==> src/rtl/cordic_result_fifo.sv <==
// First-word-fall-through FIFO that buffers {X,Y} result pairs from the CORDIC core.
// Results arriving while the FIFO is full (and no pop happens) are dropped and flagged.
module cordic_result_fifo #(
  parameter int DEPTH = 4
) (
  input  logic                       Clk,
  input  logic                       Reset,
  input  logic                       data_in,
  input  logic [15:0]                X_in,
  input  logic [15:0]                Y_in,
  input  logic                       rd_ready,
  input  logic                       clr_ovf,
  output logic                       out_valid,
  output logic [15:0]                X_out,
  output logic [15:0]                Y_out,
  output logic                       full,
  output logic [$clog2(DEPTH):0]     count,
  output logic                       overflow
);

  localparam int AW = $clog2(DEPTH);
  localparam int CW = AW + 1;

  logic [AW-1:0] rd_ptr_q, wr_ptr_q;
  logic [CW-1:0] count_q;
  logic          ovf_q;
  logic [31:0]   mem_q [DEPTH];

  logic          full_w, pop, push, drop;
  logic [31:0]   head;

  assign full_w = (count_q == CW'(DEPTH));
  assign pop    = (count_q != '0) && rd_ready;
  // A pop on the same edge frees a slot, so a full FIFO still accepts the push.
  assign push   = data_in && (!full_w || pop);
  assign drop   = data_in && full_w && !pop;

  always_ff @(posedge Clk) begin
    if (Reset) begin
      rd_ptr_q <= '0;
      wr_ptr_q <= '0;
      count_q  <= '0;
      ovf_q    <= 1'b0;
    end else begin
      if (push) wr_ptr_q <= wr_ptr_q + AW'(1);
      if (pop)  rd_ptr_q <= rd_ptr_q + AW'(1);
      case ({push, pop})
        2'b10:   count_q <= count_q + CW'(1);
        2'b01:   count_q <= count_q - CW'(1);
        default: count_q <= count_q;
      endcase
      if (drop)         ovf_q <= 1'b1;
      else if (clr_ovf) ovf_q <= 1'b0;
    end
  end

  // Storage needs no reset: out_valid masks stale entries.
  always_ff @(posedge Clk) begin
    if (push) mem_q[wr_ptr_q] <= {X_in, Y_in};
  end

  assign head      = mem_q[rd_ptr_q];
  assign out_valid = (count_q != '0);
  assign X_out     = out_valid ? head[31:16] : 16'h0000;
  assign Y_out     = out_valid ? head[15:0]  : 16'h0000;
  assign full      = full_w;
  assign count     = count_q;
  assign overflow  = ovf_q;

endmodule
==> config.mk <==
export PLATFORM = sky130hd
export DESIGN_NAME = cordic_result_fifo
export DESIGN_NICKNAME = d
export VERILOG_FILES = /design/src/rtl/cordic_result_fifo.sv
export SDC_FILE = /design/constraint.sdc
export NUM_CORES = 1
export LEC_CHECK = 0
export CORE_MARGIN = 2
export CORE_UTILIZATION = 55
export CTS_CLUSTER_DIAMETER = 120
export DETAILED_ROUTE_END_ITERATION = 16
export GPL_TIMING_DRIVEN = 0
export PLACE_DENSITY = 0.8
export REMOVE_ABC_BUFFERS = 1
export SYNTH_ARGS = -nofsm -noshare
export SYNTH_HDL_FRONTEND = slang
export SYNTH_SLANG_ARGS = --single-unit
export TNS_END_PERCENT = 1
==> constraint.sdc <==
create_clock -name Clk -period 3.5 [get_ports Clk]
set_input_delay 0.525 -clock Clk [delete_from_list [all_inputs] [get_ports Clk]]
set_output_delay 0.525 -clock Clk [all_outputs]
set_load 0.01 [all_outputs]
==> out/summary.txt <==
Net Switching - 0.00136 W
Global placement routability congestion - 0.676
Post-CTS setup buffer count - 0
CTS sink cnt - 138
CTS root buf - clkbuf_8
Drc violations - 0
Distinct cells, synth - 31
Bufs on Longest Clock Path - 2
CTS tree - done
Startpoint Class - flip-flop
Boundary Pins - 75
Synthesis-to-finish area growth - 26.2%
Syn_area_per_cell - 20.4 µm²
Number of buffers created by CTS - 17
Pins Over Slew Limit - 0
ANT cells - 0
Post-synthesis sequential area ratio - 73.8%
Crit-path cells - buf_12 -> mux4_2 -> and2_1 -> clkdlybuf4s50_1
Endpoints failing setup - 0
Hold Vio Cnt, Final - 0
CP Capture Type - output port
First-pass GRT wire length - 16.0 mm
Worst slew pin tran - 895 ps
Core Area - 9730 µm²
Gate power share - 26.6%
Port Buffers - 74
CP max stage delay - 620 ps
CP max-delay cell - dfxtp_2
Grt ovf - 0
Maximum vdd ir drop - 0.000457 V
Post-Syn Area - 5480 µm²
Status - complete, no violations
Required @ worst endpoint - 2970 ps
Reg clk slew, reported paths - 60 ps
Crit Path Category - flip-flop to output port
Tcrit/Tclk final - 90.3%
Average wire per standard cell - 20.3 µm
Fmax achieved - 316 MHz
Die area - 10,800 µm²
Clock Latency Late Sink - 510 ps
Vias in the first global route - 2,985
Final core occ - 71.1%
Rows - 36
Sw Ratio - 25.4%
Final Critical Period - 3160 ps
Initial Utilization - 56.4%
CP bufs+invs - 2
Worst min path class - flip-flop to flip-flop
Clock Power Share - 34.7%
Detail Route Antenna Nets - 0
CP top delay family - buffers and inverters
Nets@finish - 391
Maximum fanout along the worst path - 21
DIE WIDTH - 104 µm
Total chip power - 0.00537 W
Arrival @ worst endpoint - 2630 ps
Largest net degree at the start of global routing - 34
Sequential share of power - 38.6%
H-tree depth - 4
YS warnings - 0
Die H - 104 µm
First-pass DRT Iterations - 4
Maxcap violations - 0
P_leak - 2.26 nW
Clock Skew - 6.44 ps
Final wirelength - 10.0 mm
Slew HR - 40.4%
Pint - 0.00401 W
Vias post-DR - 2,705
Cells after synthesis - 269
Final HPWL from detailed placement - 5.45 mm
Antenna violations before repair - 0
Vias/cell - 5.48
Synthesis-stage register bit count - 138
RSZ-0062 raised after global routing - false
DRT iter0 DRCs - 172
Cts hold-fix bufs - 0
Pwr dens - 777 nW/µm²
Proportion of layout cells with a drive suffix above 1 - 20.2%
CTS resizes - 0
GRT Util Overall - 19.9%
power groups by stage:
| stage | sequential, W | combinational (W) | clock (W) |
|---|---|---|---|
| 2_1_floorplan | 0.00212 | 0.000721 | 0 |
| 3_3_place_gp | 0.00217 | 0.00134 | 0 |
| 3_5_place_dp | 0.00211 | 0.00144 | 0 |
| 4_1_cts | 0.00208 | 0.00145 | 0.00189 |
| 5_1_grt | 0.00210 | 0.00153 | 0.00196 |
| 6_report | 0.00207 | 0.00143 | 0.00187 |
logic make-up after synthesis:
kind of cell               count (synthesis)  share of synthesized area, %
xor gates and xnor gates                   3                         0.479
AOI/OAI and AO/OA                          7                          1.03
muxes                                     37                          14.3
adders and majority gates                  5                          1.28
buffers and inverters                     18                          2.40
DFF                                      138                          73.8
and+or+nand+nor                           61                          6.80
cells in the final DEF (no fill, tap or decap), types with 3 or more instances in the layout:
master,synthesis,layout
edfxtp_1,128,128
clkdlybuf4s50_1,0,74
and2_1,37,33
mux4_2,30,30
clkbuf_16,0,16
nor2_1,12,12
dfxtp_1,10,8
bufinv_16,0,5
inv_1,4,4
and2_2,0,4
nand2b_1,4,4
ha_1,4,4
mux2_2,3,3
Yosys cell counts:
cell	instances	area share, %
mux2i_1	2	0.37
inv_1	4	0.27
xnor2_1	1	0.16
nor4b_1	1	0.16
buf_2	6	0.55
nand2b_1	4	0.46
a31oi_1	2	0.23
o21a_1	1	0.14
o31ai_1	1	0.14
clkbuf_1	4	0.27
buf_12	3	1.1
and2_1	37	4.2
mux4_1	2	0.96
edfxtp_1	128	70
o311ai_0	1	0.16
mux2_2	3	0.62
nor2b_1	2	0.23
ha_1	4	0.91
nor4b_2	1	0.27
or3b_1	1	0.16
or2_2	1	0.11
a221oi_2	1	0.27
mux4_2	30	12
fa_1	1	0.37
nor2_1	12	0.82
buf_6	1	0.21
a21oi_1	1	0.091
dfxtp_1	10	3.7
nor2b_2	1	0.16
or3_4	1	0.21
xor2_1	2	0.32
metal layers:
metal | up-vias | share of wire (%) | track usage, % | wire [µm]
li1 | 1231 | - | - | -
met1 | 1379 | 42 | 25.3 | 4180
met2 | 81 | 52 | 33.3 | 5230
met3 | 14 | 4.4 | 5.41 | 442
met4 | 0 | 1.5 | 7.14 | 153
met5 | - | 0 | 0 | 0
tightest hold or removal path: stages, from the launching register on:
cell and delay, ps:
dfxtp_1 340, xor2_1 80, nor2_1 70
stage by stage:
step           hold WS (ps)  std cells  worst slack, ps  cell area (µm²)  setup TNS, ps
2_1_floorplan           481        255              681             5370              0
3_3_place_gp            500        462             -318             6270          -8660
4_1_cts                 533        494              290             6920              0
3_5_place_dp            508        463              773             6300              0
6_report                527        494              340             6920              0
5_1_grt                 571        494              185             6920              0
sequential cells by signal (all words and copies together) (netlist names), named ones only:
register / flops
mem_q: 128
wr_ptr_q: 2
overflow: 1
rd_ptr_q: 2
count: 3
worst paths after layout:
kind | from | slack, ps | depth (start not counted) | to
setup / recovery | flip-flop | 340 | 4 | Y_out[12]
setup reg to reg | count[2] | 1430 | 3 | mem_q[0][23]
hold reg to reg | rd_ptr_q[0] | 530 | 2 | rd_ptr_q[0]
hold / removal | rd_ptr_q[0] | 530 | 2 | rd_ptr_q[0]
area by class of cell:
| cell class | count | area (µm²) |
|---|---|---|
| multi-input combinational | 113 | 1310 |
| fill | 616 | 2810 |
| clock buffer | 18 | 418 |
| timing repair buffer | 75 | 761 |
| sequential | 138 | 4050 |
| tap | 133 | 166 |
| inverter | 4 | 15.0 |
| clock inverter | 13 | 200 |
Power figures use the tool's default switching activity.
